`src/rtl/digitizer_pkg.sv`:
```
// digitizer_pkg
// Shared definitions for the ADC capture / packetizer slice.
//   SAMPLE_W, AXIS_W : sample width and packed stream width (two samples per beat)
//   pkt_state_t      : packetizer control states
//   REG_CTRL, REG_SIZE : register-block offsets of the arm bit and the packet size
package digitizer_pkg;

    localparam int SAMPLE_W = 16;
    localparam int AXIS_W   = 2 * SAMPLE_W;

    localparam logic [7:0] REG_CTRL = 8'h00;
    localparam logic [7:0] REG_SIZE = 8'h08;

    typedef enum logic [1:0] {
        IDLE    = 2'd0,
        CAPTURE = 2'd1,
        DRAIN   = 2'd2
    } pkt_state_t;

endpackage

```
`src/rtl/pkt_sync_fifo.sv`:
```
// pkt_sync_fifo
// Single-clock first-word-fall-through FIFO carrying packed beats plus a last flag.
// A written word becomes visible on rd_data/empty one clock after the write, which
// gives the packetizer its registered output stage without extra storage.
// Ports:
//   clk, reset       : clock, synchronous active-high reset (flushes contents)
//   wr_en, wr_data   : write request and word; ignored when full unless a read happens
//   rd_en            : pop the head word (ignored when empty)
//   rd_data          : head word, valid while empty is low
//   full             : every slot is occupied (including not-yet-visible words)
//   empty            : no visible word at the head
module pkt_sync_fifo #(
    parameter int WIDTH      = 33,
    parameter int FIFO_DEPTH = 16
) (
    input  logic             clk,
    input  logic             reset,
    input  logic             wr_en,
    input  logic [WIDTH-1:0] wr_data,
    input  logic             rd_en,
    output logic [WIDTH-1:0] rd_data,
    output logic             full,
    output logic             empty
);

    localparam int PTR_W = $clog2(FIFO_DEPTH);
    localparam int CNT_W = PTR_W + 1;

    logic [WIDTH-1:0] mem_q [FIFO_DEPTH];
    logic [PTR_W-1:0] wr_ptr_q, rd_ptr_q;
    logic [CNT_W-1:0] count_q, count_d;
    logic [CNT_W-1:0] visible_q, visible_d;
    logic             wr_seen_q;
    logic             do_push, do_pop;

    // A pop frees a slot in the same clock, so a full FIFO can still take a write then.
    assign do_pop  = rd_en && (visible_q != '0);
    assign do_push = wr_en && (!full || do_pop);
    assign full    = (count_q == CNT_W'(FIFO_DEPTH));
    assign empty   = (visible_q == '0);
    assign rd_data = mem_q[rd_ptr_q];

    // count tracks real occupancy; visible lags writes by one clock
    always_comb begin
        count_d   = count_q;
        visible_d = visible_q;
        if (do_push) begin
            count_d = count_d + CNT_W'(1);
        end
        if (do_pop) begin
            count_d   = count_d - CNT_W'(1);
            visible_d = visible_d - CNT_W'(1);
        end
        if (wr_seen_q) begin
            visible_d = visible_d + CNT_W'(1);
        end
    end

    always_ff @(posedge clk) begin
        if (reset) begin
            wr_ptr_q  <= '0;
            rd_ptr_q  <= '0;
            count_q   <= '0;
            visible_q <= '0;
            wr_seen_q <= 1'b0;
        end else begin
            count_q   <= count_d;
            visible_q <= visible_d;
            wr_seen_q <= do_push;
            if (do_push) begin
                wr_ptr_q <= wr_ptr_q + PTR_W'(1);
            end
            if (do_pop) begin
                rd_ptr_q <= rd_ptr_q + PTR_W'(1);
            end
        end
    end

    // Storage itself needs no reset; empty masks stale contents.
    always_ff @(posedge clk) begin
        if (do_push) begin
            mem_q[wr_ptr_q] <= wr_data;
        end
    end

endmodule

```
`src/rtl/adc_stream_packetizer.sv`:
```
// adc_stream_packetizer
// Packs the captured ADC sample stream two samples per beat into fixed-length
// AXI4-Stream packets for the DMA S2MM channel.
// Ports:
//   clk, reset                 : clock, synchronous active-high reset
//   start, packet_size         : arm pulse and packet length in bytes (sampled on start)
//   sample_valid, sample_data  : incoming samples, already in the clk domain
//   m_axis_*                   : AXI4-Stream master towards the DMA
//   busy                       : capture or drain in progress
//   done                       : one-cycle pulse after the last beat is handshaken
//   overflow                   : sticky, a beat was dropped because the FIFO was full
//   size_err                   : sticky, start was rejected for a bad packet size
module adc_stream_packetizer #(
    parameter int SAMPLE_W   = digitizer_pkg::SAMPLE_W,
    parameter int AXIS_W     = digitizer_pkg::AXIS_W,
    parameter int FIFO_DEPTH = 16,
    parameter int SIZE_W     = 26
) (
    input  logic                clk,
    input  logic                reset,
    input  logic                start,
    input  logic [SIZE_W-1:0]   packet_size,
    input  logic                sample_valid,
    input  logic [SAMPLE_W-1:0] sample_data,
    output logic [AXIS_W-1:0]   m_axis_tdata,
    output logic [AXIS_W/8-1:0] m_axis_tkeep,
    output logic                m_axis_tlast,
    output logic                m_axis_tvalid,
    input  logic                m_axis_tready,
    output logic                busy,
    output logic                done,
    output logic                overflow,
    output logic                size_err
);

    import digitizer_pkg::*;

    localparam int BEAT_W = SIZE_W - 2;

    pkt_state_t          state_q, state_d;
    logic [BEAT_W-1:0]   beats_total_q, beats_total_d;
    logic [BEAT_W-1:0]   beats_pushed_q, beats_pushed_d;
    logic                half_q, half_d;
    logic [SAMPLE_W-1:0] low_q, low_d;
    logic                overflow_q, overflow_d;
    logic                size_err_q, size_err_d;
    logic                done_q, done_d;

    logic                fifo_full, fifo_empty;
    logic [AXIS_W:0]     fifo_wdata, fifo_rdata;
    logic                pop, pair_done, push, push_last, size_bad;

    assign pop       = !fifo_empty && m_axis_tready;
    assign pair_done = (state_q == CAPTURE) && sample_valid && half_q;
    // Mirrors the FIFO's own acceptance rule so drops are counted exactly.
    assign push      = pair_done && (!fifo_full || pop);
    assign push_last = (beats_pushed_q == beats_total_q - BEAT_W'(1));
    assign size_bad  = (packet_size == '0) || (packet_size[1:0] != 2'b00);

    assign fifo_wdata = {push_last, sample_data, low_q};

    pkt_sync_fifo #(
        .WIDTH      (AXIS_W + 1),
        .FIFO_DEPTH (FIFO_DEPTH)
    ) u_fifo (
        .clk     (clk),
        .reset   (reset),
        .wr_en   (push),
        .wr_data (fifo_wdata),
        .rd_en   (m_axis_tready),
        .rd_data (fifo_rdata),
        .full    (fifo_full),
        .empty   (fifo_empty)
    );

    // Control: arm, pack samples, count beats, wait for the tlast handshake.
    always_comb begin
        state_d        = state_q;
        beats_total_d  = beats_total_q;
        beats_pushed_d = beats_pushed_q;
        half_d         = half_q;
        low_d          = low_q;
        overflow_d     = overflow_q;
        size_err_d     = size_err_q;
        done_d         = 1'b0;
        case (state_q)
            IDLE: begin
                // done_q blocks a start arriving in the same clock as done
                if (start && !done_q) begin
                    if (size_bad) begin
                        size_err_d = 1'b1;
                    end else begin
                        beats_total_d  = packet_size[SIZE_W-1:2];
                        beats_pushed_d = '0;
                        half_d         = 1'b0;
                        overflow_d     = 1'b0;
                        size_err_d     = 1'b0;
                        state_d        = CAPTURE;
                    end
                end
            end
            CAPTURE: begin
                if (sample_valid) begin
                    if (!half_q) begin
                        low_d  = sample_data;
                        half_d = 1'b1;
                    end else begin
                        half_d = 1'b0;
                        if (push) begin
                            beats_pushed_d = beats_pushed_q + BEAT_W'(1);
                            if (push_last) begin
                                state_d = DRAIN;
                            end
                        end else begin
                            overflow_d = 1'b1;
                        end
                    end
                end
            end
            DRAIN: begin
                if (pop && fifo_rdata[AXIS_W]) begin
                    state_d = IDLE;
                    done_d  = 1'b1;
                end
            end
            default: begin
                state_d = IDLE;
            end
        endcase
    end

    always_ff @(posedge clk) begin
        if (reset) begin
            state_q        <= IDLE;
            beats_total_q  <= '0;
            beats_pushed_q <= '0;
            half_q         <= 1'b0;
            low_q          <= '0;
            overflow_q     <= 1'b0;
            size_err_q     <= 1'b0;
            done_q         <= 1'b0;
        end else begin
            state_q        <= state_d;
            beats_total_q  <= beats_total_d;
            beats_pushed_q <= beats_pushed_d;
            half_q         <= half_d;
            low_q          <= low_d;
            overflow_q     <= overflow_d;
            size_err_q     <= size_err_d;
            done_q         <= done_d;
        end
    end

    // Payload is forced to zero while nothing is valid so reset shows a clean bus.
    assign m_axis_tvalid = !fifo_empty;
    assign m_axis_tdata  = fifo_empty ? '0 : fifo_rdata[AXIS_W-1:0];
    assign m_axis_tlast  = !fifo_empty && fifo_rdata[AXIS_W];
    assign m_axis_tkeep  = '1;
    assign busy          = (state_q != IDLE);
    assign done          = done_q;
    assign overflow      = overflow_q;
    assign size_err      = size_err_q;

endmodule
```
`config.mk`:
```
export PLATFORM = sky130hd
export DESIGN_NAME = adc_stream_packetizer
export DESIGN_NICKNAME = d
export VERILOG_FILES = /design/src/rtl/digitizer_pkg.sv /design/src/rtl/pkt_sync_fifo.sv /design/src/rtl/adc_stream_packetizer.sv
export SDC_FILE = /design/constraint.sdc
export NUM_CORES = 1
export LEC_CHECK = 0
export BUFFER_PORTS_ARGS = -buffer_cell sky130_fd_sc_hd__buf_4
export CORE_MARGIN = 2
export CORE_UTILIZATION = 30
export DETAILED_ROUTE_END_ITERATION = 10
export PLACE_DENSITY_LB_ADDON = 0.25
export SLEW_MARGIN = 20
export SYNTH_ARGS = -nofsm -noshare
export SYNTH_HDL_FRONTEND = slang
export SYNTH_SLANG_ARGS = --single-unit
```
`constraint.sdc`:
```
create_clock -name clk -period 5.4 [get_ports clk]
set_input_delay 0.27 -clock clk [delete_from_list [all_inputs] [get_ports clk]]
set_output_delay 0.27 -clock clk [all_outputs]
set_load 0.01 [all_outputs]
```
== Word-level counts from Yosys, hierarchy flattened ==
Memories as Yosys holds them, arrays and structs flattened. A register that Yosys moved wholly into a read port is not among the register bits.
Cells that the tools add are included.
Storage, ports and cells
  flip-flop bits (word level): 89
  memory bits (writable): 528
  output and inout port bits: 42
  logic and storage cells: 101
  memories kept: 1
Operators by class
  $add $sub $neg: 8
  eq/ne operators: 12
  mux-type cells: 34
  bitwise operators: 3
  reduce and logical (&&, ||, !) cells: 30
Memory list
  u_fifo.mem_q: words 16, width 33, read ports 1, clocked after memory_dff 1, wr ports 1, line pkt_sync_fifo.sv:29  | logic [WIDTH-1:0] mem_q [FIFO_DEPTH];
Operators with widths (number)
  $mux W24: 5
  $pmux W24 S2: 1
  $mux W32: 1
  $logic_not A26 Y1: 1
  $add A24 B1 Y24 const B: 1
  $eq A24 B24 Y1: 1
  $sub A24 B1 Y24 const B: 1
  $mux W5: 4
  $mux W2: 7
  $ne A2 B2 Y1 const B: 7
  $reduce_and A6 Y1: 2
  $mux W1: 11
  $add A5 B1 Y5 const B: 2
  $sub A5 B1 Y5 const B: 2
  $logic_and A1 B1 Y1: 9
  $add A4 B1 Y4 const B: 2
  $mux W4: 2
  $reduce_and A7 Y1: 1
  $pmux W2 S3: 1
  $reduce_and A3 Y1: 2
  $reduce_bool A2 Y1: 3
  $eq A5 B5 Y1 const B: 1
  $logic_not A5 Y1: 1
  $reduce_bool A5 Y1: 1
  11 further kinds: 18

== Depth between registers and ports, before layout ==
Gate-level depths: netlist of run 1.
  word-level depth: 9
  depth in mapped cells: 13

== By module ==
Synthesis of run 1 repeated with hierarchy kept, for this count alone.
Second synthesis, totals
  cells, all modules: 1405
  area total of the unflattened synthesis: 25234.2 sq um
Modules (own cells, without submodules)
  pkt_sync_fifo: times used 1, cells an instance 906, area each 21226.6 sq um, seq. area each 16315.6 sq um
  adc_stream_packetizer: times used 1, cells an instance 499, area each 4007.6 sq um, seq. area each 1401.3 sq um

== Worst setup path before layout of run 1 ==
OpenSTA, ideal clock, no wires.
  path type: register -> register
  start: reg u_fifo.visible_q[0]
  end: mem u_fifo.mem_q[3][0] (enable)
  setup time: 0.464 ns
  data arrival time: 3.943 ns
  data required time: 4.936 ns
  setup slack: 0.992 ns
  stages on the path, launching flop included: 9
  path buffers: 1
  clock period less this slack: 4.408 ns
  cells stage by stage: dfxtp_1 -> inv_1 -> ha_1 -> nor4b_1 -> o21ai_1 -> and2_0 -> clkbuf_1 -> nand2_1 -> nor3_1
Between the ends
  word-level cells in the longest chain between the ends: 8
  elaborated cells on any way between the ends: 11
  those cells by class: mux (2); reduce/logical (9)
RTL lines
  from (decl): line pkt_sync_fifo.sv:32  | logic [CNT_W-1:0] visible_q, visible_d;
  from (signal assigned): line pkt_sync_fifo.sv:68  | visible_q <= visible_d;
  $logic_not A5 Y1: line pkt_sync_fifo.sv:40  | assign empty = (visible_q == '0);
  $logic_not A1 Y1: line adc_stream_packetizer.sv:53  | assign pop = !fifo_empty && m_axis_tready;
  $logic_and A1 B1 Y1: line adc_stream_packetizer.sv:53
  $logic_or A1 B1 Y1: line adc_stream_packetizer.sv:56  | assign push = pair_done && (!fifo_full || pop);
  $logic_and A1 B1 Y1: line adc_stream_packetizer.sv:56
  $logic_and A1 B1 Y1 *: line pkt_sync_fifo.sv:38  | assign do_push = wr_en && (!full || do_pop);
  $mux W1 *: line pkt_sync_fifo.sv:81  | if (do_push) begin
  $mux W1 (not written as such) *: line pkt_sync_fifo.sv:82  | mem_q[wr_ptr_q] <= wr_data;
  to (decl): line pkt_sync_fifo.sv:29
Mark *: on every way between the ends. The rest lies on a longest branch, timed or not.

==> results of run 1 <==
-- state kept, by name, indices dropped and copies added, names as in the netlist, named ones only --
| signal | count |
|---|---|
| u_fifo.visible_q | 5 |
| half_q | 1 |
| done | 1 |
| size_err | 1 |
| u_fifo.wr_seen_q | 1 |
| u_fifo.rd_ptr_q | 4 |
| beats_total_q | 24 |
| u_fifo.count_q | 5 |
| state_q | 2 |
| beats_pushed_q | 24 |
| u_fifo.wr_ptr_q | 4 |
| u_fifo.mem_q | 528 |
| low_q | 16 |
| overflow | 1 |
-- power groups by stage --
stage / Combinational, mW / Clock [mW] / Sequential [mW]
floorplan: 1.16 / 0 / 5.35
global route: 1.93 / 4.64 / 5.38
global placement: 1.81 / 0 / 5.46
detailed placement: 1.82 / 0 / 5.47
finish: 1.77 / 4.34 / 5.36
CTS: 1.84 / 4.47 / 5.37
-- worst paths after layout --
path | to | slack [ns] | depth (start not counted)
hold reg to reg | half_q | 0.49 | 2
hold / removal | u_fifo.mem_q[9][31] | 0.03 | 1
setup / recovery | m_axis_tdata[25] | 1.67 | 5
setup reg to reg | u_fifo.mem_q[12][6] | 1.76 | 8
-- cells by family (layout without fill, tap and decap cells) --
logic type	after synthesis	after routing	synth area share
and+or+nand+nor	321	321	0.0663
buffers and inverters	94	280	0.0162
DFF	621	621	0.710
AOI/OAI and AO/OA	86	86	0.0218
adders and majority gates	12	12	0.00602
other	1	4	0.000150
muxes	191	191	0.159
xor gates and xnor gates	57	57	0.0200
-- Yosys cell counts, types with 2 or more instances --
cell type	instances	area share
and3_1	12	0.0030
nor2_1	90	0.014
nand2b_1	9	0.0023
nor4b_1	2	0.00070
or4_1	4	0.0012
nand4_1	15	0.0038
a22oi_1	2	0.00060
xor2_1	20	0.0070
a32oi_1	2	0.00070
a21oi_1	38	0.0076
inv_1	20	0.0030
buf_2	18	0.0036
clkbuf_1	43	0.0065
ha_1	12	0.0060
nor3b_1	4	0.0012
nand3b_1	3	0.00090
nor3_1	16	0.0032
or4_4	2	0.00090
nor2b_1	3	0.00075
edfxtp_1	528	0.64
o31ai_1	6	0.0018
dfxtp_1	93	0.075
nand4b_1	3	0.0011
and4_1	5	0.0018
buf_4	4	0.0012
nor4_1	16	0.0040
a211oi_1	3	0.00090
or3_1	12	0.0030
xnor2_1	37	0.013
mux2i_1	26	0.010
nand2_1	69	0.010
mux4_2	165	0.15
o21ai_0	14	0.0028
buf_6	2	0.00090
buf_1	7	0.0011
nand3_1	15	0.0030
and2_1	34	0.0085
a211o_1	3	0.0011
-- layer usage --
| layer | GRT usage | vias to the layer above |
|---|---|---|
| li1 | - | 5781 |
| met1 | 0.186 | 6916 |
| met2 | 0.246 | 265 |
| met3 | 0.0261 | 85 |
| met4 | 0.0398 | 0 |
| met5 | 0 | - |
-- worst max-delay path, stage by stage, from the launching register on --
cell,delay (ns)
dfxtp_4,0.89
buf_4,0.51
mux4_2,0.55
mux4_2,0.54
and2_1,0.21
buf_4,0.15
-- final cells by class --
cell class | instances | area [um2] | area share
flip-flops and latches | 621 | 17700 | 0.602
multi-input cells | 671 | 6960 | 0.236
clock buffers | 93 | 1850 | 0.0627
well taps | 1070 | 1340 | 0.0454
repair buffers | 142 | 1300 | 0.0443
clock inverters | 25 | 210 | 0.00714
inverters | 20 | 75.1 | 0.00255
-- metrics by stage --
step                area, um2  setup WS, ns
floorplan               25000         0.992
global placement        26900          1.81
detailed placement      27100          1.71
CTS                     29500          1.51
global route            29500          1.41
finish                  29500          1.67
-- placed cells by master, fill, tap and decap left out, drive strengths merged, types with 16 or more instances in the layout --
cell type | netlist | final
edfxtp | 528 | 528
mux4 | 165 | 165
buf | 31 | 114
dfxtp | 93 | 93
clkbuf | 43 | 93
nor2 | 90 | 90
nand2 | 69 | 69
a21oi | 38 | 38
xnor2 | 37 | 37
and2 | 35 | 35
dlygate4sd3 | 0 | 28
mux2i | 26 | 26
inv | 20 | 22
xor2 | 20 | 20
clkinv | 0 | 20
nor4 | 18 | 18
nor3 | 16 | 16
-- what timing repair did --
item | in CTS | in global routing
hold buffers | 28 | 0
setup buffers | 0 | 0
resized for setup | 0 | 0
hold endpoints to repair | 47 | 0
==> results.md, run 1 <==
* HP Class: in2reg
* GP Congestion at 0.813
* Root Buffer: clkbuf_16
* Worst-Skew Late Latency at 0.59 ns
* Finished Core Util at 0.358
* Initial antenna violation count at 1
* Initial Utilization at 0.303
* Post-DRT Antenna Nets at 0
* Setup TNS Final at 0 ns
* Half-perimeter wire length after placement at 37.6 mm
* CP Class: reg2out
* Largest net degree at the start of global routing at 68
* Number of global-route vias before repair at 13695
* Crit start category: flop
* Wire length on met3 at 2.29 mm
* Worst-Margin Slew at 1.09 ns
* Grt ovf at 0
* Area Overhead vs Synth at 18.1%
* Dpl cells at ~2500
* Pint at between 8 and 9 mW
* WL final at 61.0 mm
* Clock power frac at 0.379
* DR vias at approximately 13000
* Routed len/inst at 23.1 um
* WL met1 at 26.7 mm
* Min Tclk post-route at roughly 3.7 ns
* Switching power at 2.89 mW
* Synth Warn # at 0
* Critical Path RT at about 5.1 ns
* Unrepaired setup endpoints after global routing: false
* CTS HTree Levels at 3
* # port buffers at between 80 and 90
* Switching part of the total at 0.252
* Detailed-routed wire length on met2 at roughly 30 mm
* Die width at ~290 um
* Via-per-instance ratio at 4.94
* Sequential cell fraction of total power at 0.467
* Setup Skew at 0.0198 ns
* Static Leak at 9.66 nW
* DIE AREA at 85500 um2
* Die Ht at 292 um
* Number of flops mapped to enable cells by yosys at 528
* Starting DRC count in detailed routing at 958
* Crit path capture type: primary output
* Relative slew slack at 0.276
* Io pins at 89
* Filler Cell Count at 7658
* CTS tree: yes
* Core ar. at 82200 um2
* Final hold violation count at 0
* Hold Slack at around 0.035 ns
* Flops & latches, synth at 621
* Largest fanout on the critical path at 39
* Max Used Layer: met4
* Worst path arrival time at roughly 3.5 ns
* Reg2reg start: u_fifo.visible_q[0]
* Drt drc at 0
* Slew Viols, Final at 0
* Final Cycle Share at 0.690
* Combinational power share at 0.154
* Site Rows at 105
* Top FF cell, synth: edfxtp_1
* Layout cells sized above 1 at 0.253
* Power Density at 389 nW/um2
* Mapped Cells at 1383
* Clock transition at path regs at 0.06 ns
* Avg Inst Size Synth at 18.0 um2
* Cts bufs inserted at 67
* Asr flop ratio synth at 0
* Seq/Total Area, Yosys at 0.710
* First-pass GRT wire length at 90.8 mm
* Fmax at 0.268 GHz
* Clock buffer depth at 3
* Gr usage total at 0.143
* Mapped cell area at between 20000 and 25000 um2
* Fin cells at 2642
* Ant diodes at 0
* Drt pass-1 iters at 5
* Synth cell types at 64
* Nets@finish at about 1600
* Outcome: finished clean
* Max IR drop VDD at 0.239 mV
* Hold Startpoint: sample_data[15]
* Clk sinks at 621
* Final setup fails at 0
* Power Total at between 10 and 15 mW
* Max-Cap Viols at 0
(Power assumes the default switching activity.)
==> run 2, diff against run 1 <==
==> constraint.sdc (replaced) <==
create_clock -name clk -period 3.3 [get_ports clk]
set_input_delay 0.165 -clock clk [delete_from_list [all_inputs] [get_ports clk]]
set_output_delay 0.165 -clock clk [all_outputs]
set_load 0.01 [all_outputs]
==> run 2 against run 1 <==
Effect of this change:
- largest cell class unchanged
- register-to-register slack worse by 1.4 ns
- global-route usage is essentially flat
- routed wire length is 0.21% lower
- die area unchanged
- clock skew grew 0.0089 ns
- final area grew 2.1%
- first-iteration DRC count rose by 6.8%
- worst setup slack worse by 1.5 ns
- non-clock buffer count grew 32
==> results.md, run 2 (same netlist as run 1, synthesis figures left out) <==
* Outcome: finished clean
* Most frequent cells in the layout: 528 x edfxtp_1, 165 x mux4_2, 112 x buf_4
* Site Rows at 105 (unchanged)
* Crit start category: flop
* Gr usage total at 0.143 (+0.000230)
* CTS tree: yes
* Routed len/inst at 22.7 um (-1.8%)
* Half-perimeter wire length after placement at 34.9 mm (-7.3%)
* Relative slew slack at 0.333 (+0.0571)
* Largest regs: u_fifo.mem_q (528), beats_pushed_q (24), beats_total_q (24)
* Power Total at 19.3 mW (+68%)
* Final hold violation count at 0 (unchanged)
* # resized after CTS at 0 (unchanged)
* Grt ovf at 0 (unchanged)
* GP Congestion at 0.769 (-5.4%)
* Cts bufs inserted at 72 (+7.5%)
* Ant diodes at 0 (unchanged)
* WL final at 60.8 mm (-0.21%)
* Setup Skew at 0.0287 ns (+0.00889 ns)
* Largest net degree at the start of global routing at 68 (unchanged)
* Largest register FFs at 528 (unchanged)
* DIE AREA at 85500 um2 (unchanged)
* Final instance area at 30100 um2 (+2.1%)
* Clk sinks at 621 (unchanged)
* Final setup fails at 0 (unchanged)
* DR vias at 13263 (+1.7%)
* Number of global-route vias before repair at 13945 (+1.8%)
* Min Tclk post-route at 3.08 ns
* Max-Cap Viols at 0 (unchanged)
* Final Cycle Share at 0.934
* Io pins at 89 (unchanged)
* Die width at 292 um (unchanged)
* Crit path capture type: primary output
* Max IR drop VDD at 0.346 mV (+45%)
* First-pass GRT wire length at 91.1 mm (+0.33%)
* Drt drc at 0 (unchanged)
* Static Leak at 9.89 nW (+2.5%)
* CTS HTree Levels at 3 (unchanged)
* Post-DRT Antenna Nets at 0 (unchanged)
* HP Class: in2reg
* Layout cells sized above 1 at 0.264 (+0.0108)
* Via-per-instance ratio at 4.94 (about the same)
* Clock buffer depth at 3 (unchanged)
* Core ar. at 82200 um2 (unchanged)
* Die Ht at 292 um (unchanged)
* Initial antenna violation count at 1 (unchanged)
* Fmax at between 0.3 and 0.4 GHz
* Post-CTS setup buffer count at 0 (unchanged)
* Reg with most FFs: u_fifo.mem_q
* Setup TNS Final at 0 ns (unchanged)
* CTS Hold Bufs at 42 (+50%)
* Nets@finish at 1619 (+2.3%)
* Slew Viols, Final at 0 (unchanged)
* Initial Utilization at 0.303 (unchanged)
* Drt pass-1 iters at 5 (unchanged)
* Starting DRC count in detailed routing at 1023 (+6.8%)
* Worst path arrival time at 2.92 ns (-0.54 ns)
* Worst-Margin Slew at 0.998 ns (-0.0880 ns)
* Critical Path RT at 3.13 ns (-2.00 ns)
* Area after DPL at 27400 um2 (+0.90%)
* Root Buffer: clkbuf_16
* Clock transition at path regs at 0.06 ns (about the same)
* Area Overhead vs Synth at 20.5%
* CP Class: reg2out
* Power Density at 642 nW/um2 (+65%)
* Unrepaired setup endpoints after global routing: false
* Worst-Skew Late Latency at 0.61 ns (+0.02 ns)
* # port buffers at 84 (unchanged)
* Finished Core Util at 0.366 (+0.00736)
* Largest fanout on the critical path at 24 (-38%)
* Commonest non-fill, non-tap cell in the layout: edfxtp_1
run 2: power by group:
group | leakage, nW | total [mW] | internal, mW | switching, mW
Combinational | 2.95 | 3.02 | 1.50 | 1.52
Sequential | 5.84 | 8.66 | 8.54 | 0.126
Clock | 1.10 | 7.64 | 4.45 | 3.19
Total | 9.89 | 19.3 | 14.5 | 4.83
run 2: layer usage:
metal  routed length, um  vias up  global-route usage
met4                 875        0              0.0315
met2               30700      309               0.247
met5                   0        -                   0
met1               26800     7038               0.189
li1                    -     5854                   -
met3                2440       62              0.0254
run 2: stage by stage:
step	std cells	setup WS [ns]	hold WS (ns)
floorplan	1386	-0.226	0.264
global placement	2514	0.345	0.409
detailed placement	2514	0.318	0.415
CTS	2684	0.120	0.0860
global route	2684	0.0769	0.117
finish	2684	0.218	0.109
run 2: worst paths after layout:
kind / startpoint / end / slack, ns / depth (start not counted)
worst min register to register: half_q / half_q / 0.49 / 2
worst min-delay path: reset / beats_total_q[13] / 0.11 / 2
worst max register to register: u_fifo.visible_q[0] / u_fifo.mem_q[15][4] / 0.35 / 8
worst max-delay path: flop / m_axis_tdata[9] / 0.22 / 6
run 2: area by class of cell:
type	instances	area (um2)
flip-flops and latches	621	17700
inverters	20	75.1
clock buffers	83	1840
multi-input cells	671	6980
repair buffers	174	1660
clock inverters	45	442
well taps	1070	1340
fillers	7647	52200
run 2: worst max-delay path, stage by stage (launching register included):
cell,delay [ns]
dfxtp_4,0.48
buf_12,0.26
buf_4,0.19
mux4_2,0.50
mux4_2,0.47
and2_1,0.22
buf_4,0.16
==> run 3, diff against run 2 <==
--- a/config.mk
+++ b/config.mk
@@ -6,11 +6,13 @@
 export NUM_CORES = 1
 export LEC_CHECK = 0
 export BUFFER_PORTS_ARGS = -buffer_cell sky130_fd_sc_hd__buf_4
-export CORE_MARGIN = 2
+export CAP_MARGIN = 20
+export CORE_MARGIN = 5
 export CORE_UTILIZATION = 30
 export DETAILED_ROUTE_END_ITERATION = 10
 export PLACE_DENSITY_LB_ADDON = 0.25
 export SLEW_MARGIN = 20
 export SYNTH_ARGS = -nofsm -noshare
 export SYNTH_HDL_FRONTEND = slang
+export SYNTH_HIERARCHICAL = 1
 export SYNTH_SLANG_ARGS = --single-unit
==> run 3 against run 2 <==
Effect of this change:
- maximum frequency is essentially flat
- combinational power grew 20%
- utilization is essentially flat
- register-to-register slack lost 0.12 ns
- cell count grew 2.0%
- critical path depth shrank 1
- sequential cell count is the same
- clock skew is essentially flat
- critical path type unchanged
==> results.md, run 3 <==
* Number of flops mapped to enable cells by yosys at 528 (unchanged)
* GR Util met1 at 0.180 (-0.00960)
* Cell mode on critical path: mux4_2
* Gr usage total at 0.132 (-0.0114)
* Sequential cell fraction of total power at 0.438 (-0.010)
* Site Rows at 106 (+0.95%)
* Cell taking the most area after synthesis: edfxtp_1
* Worst-Skew Late Latency at 0.60 ns (about the same)
* Largest register FFs at 528 (unchanged)
* Largest fanout on the critical path at 77 (+220%)
* Area after DPL at 27800 um2 (+1.7%)
* Synth cell types at 73 (+14%)
* WL final at 59.2 mm (-2.7%)
* Top FF cell, synth: edfxtp_1
* Sequential cell area at 17700 um2 (about the same)
* Crit start category: flop
* Synth Warn # at 6 (+6)
* Drt drc at 0 (unchanged)
* Final setup fails at 0 (unchanged)
* Final instance area at 30600 um2 (+1.7%)
* First-pass GRT wire length at 90.4 mm (-0.79%)
* Post-DRT Antenna Nets at 0 (unchanged)
* Worst-Margin Slew at 0.808 ns (-0.190 ns)
* Clock buffer depth at 3 (unchanged)
* Crit-path max cell delay at 0.56 ns (+0.06 ns)
* Area Overhead vs Synth at 21.2%
* Combinational power share at 0.182 (+0.026)
* Number of global-route vias before repair at 13984 (+0.28%)
* Layout cells sized above 1 at 0.279 (+0.0147)
* Slew Viols, Final at 0 (unchanged)
* Hold endpoint: u_fifo/visible_q[2]
* Unrepaired setup endpoints after global routing: false
* Switching power at 5.11 mW (+5.7%)
* Reg2reg start: u_fifo/visible_q[1]
* Reg with most FFs: u_fifo/mem_q
* Initial antenna violation count at 0 (-1)
* Hold Startpoint: reset
* Final hold violation count at 0 (unchanged)
* Mapped Cells at 1405 (+1.6%)
* GP Congestion at 0.751 (-2.4%)
* DIE AREA at 90000 um2 (+5.3%)
* Top post-synthesis cells by area: edfxtp_1 63%, mux4_2 15%, dfxtp_1 7.4%, nor2_1 1.2%, mux2i_1 1.2%
* Finished Core Util at 0.366 (+0.000452)
* Largest net degree at the start of global routing at 78 (+15%)
* Final Cycle Share at 0.934 (about the same)
* Starting DRC count in detailed routing at 777 (-24%)
* Clock transition at path regs at 0.06 ns (about the same)
* Critical Path RT at 3.13 ns (about the same)
* Post-synth top area share at 0.628 (-0.00712)
* Setup Skew at 0.0288 ns (+0.000166 ns)
* HP Class: in2reg
* # port buffers at 84 (unchanged)
* Switching part of the total at 0.257 (+0.00652)
* Seq/Total Area, Yosys at 0.702 (-0.00796)
* Asr flop ratio synth at 0 (unchanged)
* Static Leak at 9.73 nW (-1.6%)
* Routed len/inst at 21.6 um (-4.6%)
* M3 GR Usage at 0.0210 (-0.00441)
* Die width at 300 um (+2.6%)
* Clock power frac at 0.381 (-0.014)
* DR vias at 13287 (+0.18%)
* Most frequent cells in the layout: 528 x edfxtp_1, 165 x mux4_2, 127 x buf_4
* Footprint of the multi-input gates at 7260 um2 (+4.0%)
* CP max-delay cell: mux4_2
* CTS HTree Levels at 3 (unchanged)
* Cts bufs inserted at 72 (unchanged)
* Outcome: finished clean
* Avg Inst Size Synth at 18.0 um2 (-0.45%)
* Most frequent cell after synthesis: edfxtp_1
* Worst path arrival time at 2.92 ns (about the same)
* Met2 usage at 0.224 (-0.0235)
* Filler Cell Count at 7772 (+1.6%)
* Busiest metal layer after global routing: met2
* Commonest non-fill, non-tap cell in the layout: edfxtp_1
* Reg2Reg Setup Slack at 0.23 ns (-0.12 ns)
* Half-perimeter wire length after placement at 36.7 mm (+5.4%)
* Initial Utilization at 0.302 (-0.00139)
* Mapped cell area at 25200 um2 (+1.1%)
* Max IR drop VDD at 0.543 mV (+57%)
* Drt pass-1 iters at 5 (unchanged)
* Top post-synthesis cells by count: 528 x edfxtp_1, 165 x mux4_2, 93 x dfxtp_1
* Max-Cap Viols at 0 (unchanged)
* Die Ht at 300 um (+2.6%)
* Hold path cells at 2 (unchanged)
* CP Class: reg2out
* Setup TNS Final at 0 ns (unchanged)
* Fmax at 0.325 GHz (about the same)
* Grt ovf at 0 (unchanged)
* Root Buffer: clkbuf_16
* Reg-to-reg endpoint: u_fifo/count_q[4]
* Min Tclk post-route at 3.08 ns (-0.000709 ns)
* Core ar. at 83600 um2 (+1.6%)
* Flops & latches, synth at 621 (unchanged)
* CTS tree: yes
* CP Cell Sequence: buf_12, mux4_2, mux4_2, nor2b_1, buf_4
* Nets@finish at 1661 (+2.6%)
* Relative slew slack at 0.461 (+0.128)
* Clk sinks at 621 (unchanged)
* Largest regs: u_fifo/mem_q (528), beats_pushed_q (24), beats_total_q (24)
* Power Density at 650 nW/um2 (+1.2%)
* Io pins at 89 (unchanged)
* Worst Reg-to-Reg Cells at 14 (+6)
* Ant diodes at 0 (unchanged)
* Crit path capture type: primary output
* Via-per-instance ratio at 4.85 (-1.8%)
* Pint at 14.8 mW (+2.1%)
run 3: changes by cell type after synthesis, sizes merged, moves of 6 or more:
cell and change:
nor4 -7, nand3 +16, a21oi -7, nand2 -11, xor2 +7, or3 -6
nor2b +39, and2 -32, buf +6
run 3: power groups by stage:
stage	clock network, mW	registers [mW]	logic [mW]
floorplan	0	8.80	2.33
global placement	0	8.90	3.60
detailed placement	0	8.91	3.63
CTS	7.80	8.74	3.68
global route	8.16	8.72	3.98
finish	7.57	8.71	3.61
run 3: what timing repair did:
action                                  4_1_cts  5_1_grt
endpoints found under the setup margin        0        4
hold buffers                                 43        0
buffers inserted                              0        5
gates resized for setup                       0        1
endpoints found under the hold margin       301        0
run 3: critical path: cells and delay by family, from the launching register on:
kind / cells / cell delay (ns)
multiplexers: 2 / 0.95
flip-flops: 1 / 0.54
AND/OR/NAND/NOR: 1 / 0.18
buffers and inverters: 2 / 0.60
run 3: per-layer routing:
| metal | vias to the layer above | share of wire |
|---|---|---|
| met4 | 0 | 0.016 |
| li1 | 5986 | - |
| met1 | 6985 | 0.45 |
| met3 | 68 | 0.035 |
| met5 | - | 0 |
| met2 | 248 | 0.50 |
run 3: cell families (layout without fill, tap and decap cells):
logic type / Yosys count / in the layout / share of synthesized area
AOI/OAI and AO/OA: 81 / 81 / 0.0208
xor gates and xnor gates: 62 / 62 / 0.0221
adders and majority gates: 13 / 13 / 0.00645
buffers and inverters: 99 / 349 / 0.0185
DFF: 621 / 621 / 0.702
muxes: 200 / 200 / 0.161
other: 1 / 4 / 0.000149
and+or+nand+nor: 328 / 328 / 0.0685
run 3: layout make-up:
class | count | area share
sequential | 621 | 0.580
multi-input combinational | 688 | 0.237
clock buffer | 100 | 0.0647
timing repair buffer | 195 | 0.0616
tap | 1080 | 0.0442
clock inverter | 31 | 0.00929
inverter | 23 | 0.00307
run 3: per-stage QoR:
step	worst slack, ns	instances	hold slack (ns)	total power [mW]
finish	0.219	2738	0.133	19.9
global placement	0.226	2559	0.406	12.5
global route	0.0158	2738	0.166	20.9
detailed placement	0.230	2559	0.418	12.5
floorplan	0.0203	1408	0.264	11.1
CTS	0.0259	2733	0.111	20.2
run 3: how the worst max path moves through the flow:
stage | endpoint | cells past startpoint
floorplan | u_fifo/mem_q[3][0] | 13
global placement | u_fifo/count_q[4] | 14
detailed placement | u_fifo/count_q[4] | 14
CTS | m_axis_tdata[3] | 5
global route | u_fifo/count_q[4] | 14
finish | m_axis_tdata[15] | 5
